--- src/rtl/mcu_spi_slave.sv ---
// mcu_spi_slave
//   SPI slave (mode 0, MSB first) that gives the external MCU read/write
//   access to the CPLD control registers. A frame is one address byte
//   followed by zero or more data bytes. The address auto-increments after
//   each data byte. During the address byte the slave returns `status`.
//   During each data byte it returns the register at the current address.
//
// Ports
//   rst_n        async active-low reset
//   clk28        system clock
//   spi_sck      SPI clock from MCU (async to clk28)
//   spi_cs_n     SPI chip select, active-low
//   spi_mosi     SPI data in
//   spi_miso     SPI data out (MISO_IDLE outside a frame)
//   spi_miso_oe  MISO output enable, high while a frame is active
//   status       byte returned during the address byte
//   rd_addr      address whose value is returned next
//   rd_data      combinational value of register at rd_addr
//   wr_stb       one-cycle write strobe
//   wr_addr      address qualified by wr_stb
//   wr_data      data qualified by wr_stb
//   frame_err    one-cycle pulse, frame ended on a non-byte boundary
`timescale 1ns/1ps
module mcu_spi_slave #(
  parameter int unsigned SYNC_STAGES = 2,
  parameter logic        MISO_IDLE   = 1'b1
) (
  input  logic       rst_n,
  input  logic       clk28,
  input  logic       spi_sck,
  input  logic       spi_cs_n,
  input  logic       spi_mosi,
  output logic       spi_miso,
  output logic       spi_miso_oe,
  input  logic [7:0] status,
  output logic [7:0] rd_addr,
  input  logic [7:0] rd_data,
  output logic       wr_stb,
  output logic [7:0] wr_addr,
  output logic [7:0] wr_data,
  output logic       frame_err
);

  typedef enum logic [1:0] {ST_IDLE, ST_ADDR, ST_DATA} state_t;

  state_t r_state, w_state_nxt;

  logic [SYNC_STAGES-1:0] r_sck_sync, r_cs_sync, r_mosi_sync;
  logic       r_sck_d, r_cs_d;
  logic       w_sck_s, w_cs_s, w_mosi_s;
  logic       w_sck_rise, w_sck_fall, w_cs_rise, w_cs_fall;
  logic       w_rise_ok, w_fall_ok, w_byte_done, w_rl_set;
  logic [7:0] w_rx_byte;

  logic [2:0] r_bit_cnt;
  logic [7:0] r_rx_sh, r_tx_sh, r_rd_addr, r_wr_addr, r_wr_data;
  logic       r_miso, r_oe, r_wr_stb, r_frame_err, r_inc_pend;
  logic [1:0] r_rl;

  // cs_n synchroniser resets to 0 (not 1) so that releasing reset while the
  // MCU still holds cs_n low never looks like a falling edge; a new frame
  // needs a genuine high-to-low transition.
  always_ff @(posedge clk28 or negedge rst_n) begin
    if (!rst_n) begin
      r_sck_sync  <= '0;
      r_cs_sync   <= '0;
      r_mosi_sync <= '0;
      r_sck_d     <= 1'b0;
      r_cs_d      <= 1'b0;
    end else begin
      r_sck_sync  <= {r_sck_sync[SYNC_STAGES-2:0], spi_sck};
      r_cs_sync   <= {r_cs_sync[SYNC_STAGES-2:0], spi_cs_n};
      r_mosi_sync <= {r_mosi_sync[SYNC_STAGES-2:0], spi_mosi};
      r_sck_d     <= w_sck_s;
      r_cs_d      <= w_cs_s;
    end
  end

  assign w_sck_s    = r_sck_sync[SYNC_STAGES-1];
  assign w_cs_s     = r_cs_sync[SYNC_STAGES-1];
  assign w_mosi_s   = r_mosi_sync[SYNC_STAGES-1];
  assign w_sck_rise = w_sck_s & ~r_sck_d;
  assign w_sck_fall = ~w_sck_s & r_sck_d;
  assign w_cs_rise  = w_cs_s & ~r_cs_d;
  assign w_cs_fall  = ~w_cs_s & r_cs_d;

  // A CS rise forces w_cs_s high, so gating on ~w_cs_s also gives CS rise
  // priority over a coincident SCK edge.
  assign w_rise_ok   = w_sck_rise & ~w_cs_s & (r_state != ST_IDLE);
  assign w_fall_ok   = w_sck_fall & ~w_cs_s & (r_state != ST_IDLE);
  assign w_byte_done = w_rise_ok & (r_bit_cnt == 3'd7);
  assign w_rx_byte   = {r_rx_sh[6:0], w_mosi_s};
  // rd_addr changes either on address capture or on the post-write
  // increment; tx_sh reloads from rd_data two cycles after either.
  assign w_rl_set    = r_inc_pend | (w_byte_done & (r_state == ST_ADDR));

  always_ff @(posedge clk28 or negedge rst_n) begin
    if (!rst_n) r_state <= ST_IDLE;
    else        r_state <= w_state_nxt;
  end

  always_comb begin
    w_state_nxt = r_state;
    case (r_state)
      ST_IDLE: if (w_cs_fall) w_state_nxt = ST_ADDR;
      ST_ADDR: begin
        if (w_cs_rise)        w_state_nxt = ST_IDLE;
        else if (w_byte_done) w_state_nxt = ST_DATA;
      end
      ST_DATA: if (w_cs_rise) w_state_nxt = ST_IDLE;
      default: w_state_nxt = ST_IDLE;
    endcase
  end

  always_ff @(posedge clk28 or negedge rst_n) begin
    if (!rst_n) begin
      r_bit_cnt   <= '0;
      r_rx_sh     <= '0;
      r_tx_sh     <= '0;
      r_rd_addr   <= '0;
      r_wr_addr   <= '0;
      r_wr_data   <= '0;
      r_miso      <= MISO_IDLE;
      r_oe        <= 1'b0;
      r_wr_stb    <= 1'b0;
      r_frame_err <= 1'b0;
      r_inc_pend  <= 1'b0;
      r_rl        <= '0;
    end else begin
      r_wr_stb    <= 1'b0;
      r_frame_err <= 1'b0;
      r_inc_pend  <= 1'b0;
      r_rl        <= {r_rl[0], w_rl_set};
      if (r_inc_pend) r_rd_addr <= r_rd_addr + 8'd1;
      if (r_rl[1])    r_tx_sh   <= rd_data;

      if (r_state == ST_IDLE) begin
        r_miso <= MISO_IDLE;
        r_oe   <= 1'b0;
        if (w_cs_fall) begin
          r_bit_cnt <= '0;
          r_tx_sh   <= status;
          r_miso    <= status[7];
          r_oe      <= 1'b1;
        end
      end else if (w_cs_rise) begin
        r_frame_err <= (r_bit_cnt != 3'd0);
        r_bit_cnt   <= '0;
        r_miso      <= MISO_IDLE;
        r_oe        <= 1'b0;
      end else if (w_rise_ok) begin
        r_rx_sh   <= w_rx_byte;
        r_bit_cnt <= r_bit_cnt + 3'd1;
        if (w_byte_done) begin
          if (r_state == ST_ADDR) begin
            r_rd_addr <= w_rx_byte;
          end else begin
            r_wr_stb   <= 1'b1;
            r_wr_addr  <= r_rd_addr;
            r_wr_data  <= w_rx_byte;
            r_inc_pend <= 1'b1;
          end
        end
      end else if (w_fall_ok) begin
        // bit_cnt == 0 on a fall means the 8th bit just went by: present the
        // MSB of the freshly reloaded byte instead of shifting.
        if (r_bit_cnt != 3'd0) begin
          r_tx_sh <= {r_tx_sh[6:0], 1'b0};
          r_miso  <= r_tx_sh[6];
        end else begin
          r_miso  <= r_tx_sh[7];
        end
      end
    end
  end

  assign spi_miso    = r_miso;
  assign spi_miso_oe = r_oe;
  assign rd_addr     = r_rd_addr;
  assign wr_stb      = r_wr_stb;
  assign wr_addr     = r_wr_addr;
  assign wr_data     = r_wr_data;
  assign frame_err   = r_frame_err;

endmodule

--- config.mk ---
export PLATFORM = sky130hd
export DESIGN_NAME = mcu_spi_slave
export DESIGN_NICKNAME = d
export VERILOG_FILES = /design/src/rtl/mcu_spi_slave.sv
export SDC_FILE = /design/constraint.sdc
export NUM_CORES = 1
export LEC_CHECK = 0
export CELL_PAD_IN_SITES_DETAIL_PLACEMENT = 2
export CELL_PAD_IN_SITES_GLOBAL_PLACEMENT = 2
export CORE_MARGIN = 2
export CORE_UTILIZATION = 36
export DETAILED_ROUTE_END_ITERATION = 8
export PLACE_DENSITY = 0.93
export SYNTH_ARGS = -nofsm -noshare
export SYNTH_HDL_FRONTEND = slang
export SYNTH_SLANG_ARGS = --single-unit
--- constraint.sdc ---
create_clock -name clk28 -period 4 [get_ports clk28]
set_input_delay 0.4 -clock clk28 [delete_from_list [all_inputs] [get_ports clk28]]
set_output_delay 0.4 -clock clk28 [all_outputs]
set_load 0.01 [all_outputs]
==> results.json, run 1 <==
{
  "overflow": 0,
  "grtUsageTotal": 0.1791,
  "ctsResizeCount": 0,
  "detail_route.wirelength_mm": 5.962,
  "cts_setup_buffers": 0,
  "antenna_cells": 0,
  "firstDrtPassIters": 4,
  "syn_area_per_cell_sq_um": 12.89,
  "fp.coreArea_sq_mm": 0.006422,
  "cts_sinks": 58,
  "cts_buffer_depth": 2,
  "layout-drive-gt1-share": 0.1984,
  "gp_congestion": 0.7122,
  "worstMarginPinSlew_ns": 0.7485,
  "clock.fmax_mhz": 527.6,
  "combPwrFrac": 0.128,
  "clockPowerShare": 0.392,
  "synth_area_sq_mm": 0.002424,
  "p_seq_frac": 0.480,
  "worstPathMaxFanout": 17,
  "chipWidth_microns": 86.05,
  "drt_iter0_drc": 59,
  "ff2ff_path_depth": 5,
  "cts.clk_slew.worst_paths_ns": 0.07,
  "viasPerCell": 5.164,
  "crit_end": "wr_addr[0]",
  "grt_pass1_vias": 1910,
  "cts-root-buf": "clkbuf_8",
  "finalSetupTns_ns": 0,
  "num_rows": 29,
  "synth_top_area_share": 0.5885,
  "vias": 1673,
  "hold_buffers": 0,
  "startpoint_type": "register",
  "synth_fp_nets": 213,
  "synth_edf_count": 0,
  "drv.max_cap_violation_count": 0,
  "hold_viol_final": 0,
  "synth_most_common_cell": "dfrtp_1",
  "finalMaxSlewViolations": 0,
  "post-place-ws_ns": 2.075,
  "portBuffers": 48,
  "synthTopCellsByCount": "dfrtp_1 (57), mux2_2 (24), nor2_1 (14), mux2i_1 (10), a21oi_1 (9)",
  "regToRegStartpoint": "r_bit_cnt[1]",
  "grt_pass1_wl_mm": 9.984,
  "timing.rr.end": "wr_addr[0]",
  "finalSetupViolCount": 0,
  "start_util": 0.3774,
  "post-route-util": 0.4966,
  "synth_top_cells_by_area": "dfrtp_1 (59%), mux2_2 (11%), mux2i_1 (4.1%)",
  "fin_crit_sh": 0.4738,
  "r2r_slack_ns": 2.10,
  "ant_nets": 0,
  "status": "complete, no violations",
  "arrival_ns": 2.11,
  "power_density_mw_per_mm2": 478.7,
  "setup_slack_ns": 2.105,
  "p_leak_nw": 1.468,
  "ys_ff_latch": 58,
  "layout.nets": 267,
  "grt_antenna_before_repair": 0,
  "critPathLaunch": "r_bit_cnt[1]",
  "maxSlewHeadroom": 0.4947,
  "numCtsBuffers": 9,
  "p_sw_mw": 0.3979,
  "period_needed_ns": 1.895,
  "clk_latency_ns": 0.33,
  "p_total_mw": 1.527,
  "final.setup_skew_ns": 0.007474,
  "cts_max_level": 3,
  "pin_count": 49,
  "synth_top_area_cell": "dfrtp_1",
  "dp_hpwl_mm": 3.872,
  "yosysWarnings": 0,
  "async_reset_ff_frac": 1.000,
  "tritoncts": "yes",
  "ir_drop_mv": 0.2674,
  "area_growth_pct": 31.60,
  "ys_types": 38,
  "syn_inst": 188,
  "drc": 0,
  "switching_share": 0.2606,
  "grt_max_degree": 59,
  "die_y_microns": 86.05,
  "dieArea_sq_mm": 0.007405,
  "critPathRequiredTime_ns": 4.22,
  "crit_type": "register to register",
  "yosysSeqAreaShare": 0.5994,
  "internal_power_mw": 1.129,
  "setup.worst_path.end_class": "register",
  "hold_path_class": "input pin to asynchronous set/reset pin",
  "rsz0062_at_grt": "no",
  "synth-main-ff-cell": "dfrtp_1",
  "wl_per_cell_microns": 18.40
}
critical path: stages (launching register included):
cell,delay [ns]
dfrtp_1,0.39
ha_1,0.19
ha_1,0.17
nor2b_2,0.20
nand3_2,0.41
mux2_2,0.43
area by class of cell:
class	count	area [sq um]
clock buffers	10	137.6
clock inverters	6	80.08
well taps	77	96.34
inverters	3	11.26
repair buffers	50	490.5
fillers	619	3233
flip-flops and latches	58	1453
multi-input cells	120	920.9
registers in the layout, indices dropped and copies added, names as in the netlist, 2 cells and up:
name / count
r_tx_sh: 8
rd_addr: 8
wr_addr: 8
wr_data: 8
r_rx_sh: 7
r_bit_cnt: 3
r_cs_sync: 2
r_mosi_sync: 2
r_rl: 2
r_sck_sync: 2
r_state: 2
stage by stage:
step | std cells | instance area, sq um | hold WS [ns]
floorplan | 188 | 2424 | 0.1044
global placement | 308 | 2972 | 0.3319
detailed placement | 308 | 2972 | 0.3362
CTS | 324 | 3189 | 0.2349
global route | 324 | 3189 | 0.2603
finish | 324 | 3189 | 0.1985
worst min-delay path by stage:
stage                        startpoint             to  slack, ns  cells after the start
final                             rst_n     wr_addr[6]       0.20                      2
after global routing              rst_n     wr_addr[0]       0.26                      2
after CTS                         rst_n     wr_addr[6]       0.23                      2
after detailed placement  r_sck_sync[0]  r_sck_sync[1]       0.34                      0
after global placement    r_sck_sync[0]  r_sck_sync[1]       0.33                      0
after floorplan                   rst_n      frame_err       0.10                      0
logic make-up after synthesis:
family,count (synthesis),share of synthesized area
AO/OA/AOI/OAI,31,0.07847
XOR/XNOR,7,0.02530
adder cells (fa/ha/maj),4,0.02065
buffers and inverters,10,0.02065
flip-flops,58,0.5994
multiplexers,34,0.1528
AND/OR/NAND/NOR,44,0.1027
cells in the final DEF (no fill, tap or decap), drive strengths merged:
cell           instances
nand3                  1
dfstp                  1
nand4b                 1
clkbuf                10
ha                     4
clkdlybuf4s50         47
bufinv                 2
clkinv                 4
a21o                   1
a21oi                  9
nand2b                 3
nor2                  15
o31ai                  1
or3                    1
and2b                  1
o311ai                 1
xnor2                  4
nor2b                  4
dfrtp                 57
nand2                  7
and2                   1
o22ai                  1
and3b                  2
or2                    1
buf                    3
o21ai                  9
a22oi                  7
mux2                  24
nor3b                  2
and3                   1
nand4                  4
xor2                   3
mux2i                 10
a22o                   2
inv                    3
routing by layer:
metal / track usage / wire [microns] / up-vias
li1: - / - / 774
met1: 0.2382 / 2718 / 859
met2: 0.2819 / 2962 / 33
met3: 0.03657 / 188 / 7
met4: 0.08225 / 93 / 0
met5: 0 / 0 / -
power by group through the flow:
| stage | Combinational (mW) | Sequential [mW] | Clock, mW |
|---|---|---|---|
| after floorplan | 0.120 | 0.719 | 0 |
| after global placement | 0.181 | 0.734 | 0 |
| after detailed placement | 0.193 | 0.742 | 0 |
| after CTS | 0.201 | 0.735 | 0.616 |
| after global routing | 0.220 | 0.745 | 0.645 |
| final | 0.195 | 0.733 | 0.599 |
Power figures use the tool's default switching activity.
==> inputs of run 2 (changes only) <==
--- a/config.mk
+++ b/config.mk
@@ -8,9 +8,9 @@
 export CELL_PAD_IN_SITES_DETAIL_PLACEMENT = 2
 export CELL_PAD_IN_SITES_GLOBAL_PLACEMENT = 2
 export CORE_MARGIN = 2
-export CORE_UTILIZATION = 36
+export CORE_UTILIZATION = 30
 export DETAILED_ROUTE_END_ITERATION = 8
-export PLACE_DENSITY = 0.93
+export PLACE_DENSITY = 0.84
 export SYNTH_ARGS = -nofsm -noshare
 export SYNTH_HDL_FRONTEND = slang
 export SYNTH_SLANG_ARGS = --single-unit
==> constraint.sdc (replaced) <==
create_clock -name clk28 -period 1.5 [get_ports clk28]
set_input_delay 0.15 -clock clk28 [delete_from_list [all_inputs] [get_ports clk28]]
set_output_delay 0.15 -clock clk28 [all_outputs]
set_load 0.01 [all_outputs]
==> results.json, run 2 (same netlist as run 1, synthesis figures left out) <==
{
  "status": "complete, but fails checks",
  "violations": "setup timing",
  "grt_pass1_vias": 2079,
  "finalSetupTns_ns": -1.764,
  "start_util": 0.3120,
  "numCtsBuffers": 9,
  "worstMarginPinSlew_ns": 0.4647,
  "startpoint_type": "register",
  "chipWidth_microns": 93.88,
  "critPathRequiredTime_ns": 1.73,
  "setup_slack_ns": -0.1284,
  "cts_buffer_depth": 2,
  "setup.worst_path.end_class": "register",
  "tritoncts": "yes",
  "fin_crit_sh": 1.086,
  "post_dp_cell_area_sq_mm": 0.003207,
  "layout.nets": 292,
  "period_needed_ns": 1.628,
  "clk_latency_ns": 0.35,
  "antenna_cells": 0,
  "grtUsageTotal": 0.1793,
  "ant_nets": 0,
  "grt_max_degree": 59,
  "arrival_ns": 1.86,
  "worstPathMaxFanout": 12,
  "p_leak_nw": 1.789,
  "multi_input_area_sq_mm": 0.001162,
  "finalMaxSlewViolations": 0,
  "drv.max_cap_violation_count": 0,
  "overflow": 0,
  "viasPerCell": 4.909,
  "hold_path_class": "input pin to register",
  "drc": 0,
  "vias": 1836,
  "cts.clk_slew.worst_paths_ns": 0.07,
  "rsz0062_at_grt": "yes",
  "crit_type": "register to register",
  "clock.fmax_mhz": 614.1,
  "pin_count": 49,
  "power_density_mw_per_mm2": 1225,
  "gp_congestion": 0.7214,
  "dp_hpwl_mm": 4.323,
  "grt_antenna_before_repair": 0,
  "cts_sinks": 58,
  "die_y_microns": 93.88,
  "hold_viol_final": 0,
  "grt_pass1_wl_mm": 11.70,
  "detail_route.wirelength_mm": 8.044,
  "drt_iter0_drc": 112,
  "ff_latch_area_sq_mm": 0.001461,
  "firstDrtPassIters": 4,
  "p_total_mw": 4.607,
  "n_fill_cell": 753,
  "fp.coreArea_sq_mm": 0.007767,
  "maxSlewHeadroom": 0.6902,
  "layout_common_cells": "dfrtp_1 (50), clkdlybuf4s50_1 (40), mux2_4 (21)",
  "ir_drop_mv": 0.4382,
  "dieArea_sq_mm": 0.008813,
  "cts-root-buf": "clkbuf_8",
  "area_growth_pct": 55.14,
  "num_rows": 32,
  "final_area_sq_mm": 0.003760,
  "finalSetupViolCount": 30,
  "layout-drive-gt1-share": 0.3971,
  "cts_max_level": 3,
  "portBuffers": 48,
  "final.setup_skew_ns": 0.01058,
  "layout_commonest_cell": "dfrtp_1",
  "wl_per_cell_microns": 21.51
}
-- run 2: cell count changes in the layout (fill, tap and decap cells not counted), sizes merged --
| cell | previous run | this run |
|---|---|---|
| clkbuf | 10 | 13 |
| dlygate4sd2 | 0 | 3 |
| dlymetal6s2s | 0 | 4 |
| buf | 3 | 27 |
| clkdlybuf4s50 | 47 | 40 |
| dlygate4sd3 | 0 | 1 |
| clkinv | 4 | 1 |
-- run 2: timing repair --
| item | 4_1_cts | 5_1_grt |
|---|---|---|
| endpoints found under the hold margin | 57 | 0 |
| setup buffers | 3 | 7 |
| hold buffers | 1 | 0 |
| pin swaps | 9 | 7 |
| gates resized for setup | 26 | 40 |
| setup endpoints to repair | 48 | 49 |
-- run 2: through the flow --
step	cells	setup WS (ns)	hold slack [ns]	utilization
after detailed placement	347	-0.1171	0.1833	0.4129
after global routing	374	-0.1649	0.2405	0.4841
after floorplan	188	-0.04775	-0.1456	-
after global placement	347	-0.05058	0.1756	0.4129
after CTS	367	-0.1091	0.2337	0.4580
final	374	-0.1284	0.2368	0.4841
-- run 2: metal layers --
layer,wire length (microns),share of wire,global-route usage
met4,177,0.022,0.09300
met3,218,0.027,0.03371
met2,3999,0.50,0.2964
met1,3648,0.45,0.2227
met5,0,0,0
-- run 2: layout make-up --
type | count | share of cell area
Timing Repair Buffer | 75 | 0.1987
Clock inverter | 3 | 0.01830
Tap cell | 102 | 0.03394
Multi-Input combinational cell | 120 | 0.3091
Clock buffer | 13 | 0.04759
Inverter | 3 | 0.003661
Sequential cell | 58 | 0.3887
-- run 2: path summary, 6_finish.rpt --
| path | startpoint | endpoint | slack, ns | cells past startpoint |
|---|---|---|---|---|
| max | r_bit_cnt[0] | wr_data[5] | -0.13 | 6 |
| min | spi_mosi | r_mosi_sync[0] | 0.24 | 1 |
| max reg2reg | r_bit_cnt[0] | wr_data[5] | -0.13 | 6 |
| min reg2reg | r_cs_sync[0] | r_cs_sync[1] | 0.35 | 0 |
| max in group asynchronous | rst_n | spi_miso | 0.85 | 3 |
| min in group asynchronous | rst_n | wr_addr[6] | 0.34 | 3 |
-- run 2: worst max-delay path, stage by stage, from the launching register on --
cell	delay, ns
dfrtp_1	0.40
ha_2	0.20
ha_4	0.16
nor2b_4	0.13
nand3_4	0.11
buf_12	0.17
mux2_2	0.35
-- run 2: power by group --
group	leakage [nW]	total [mW]	switching, mW	internal [mW]
Sequential	0.755	1.99	0.217	1.77
Clock	0.126	1.79	0.672	1.12
Combinational	0.909	0.824	0.378	0.447
Total	1.79	4.61	1.27	3.34
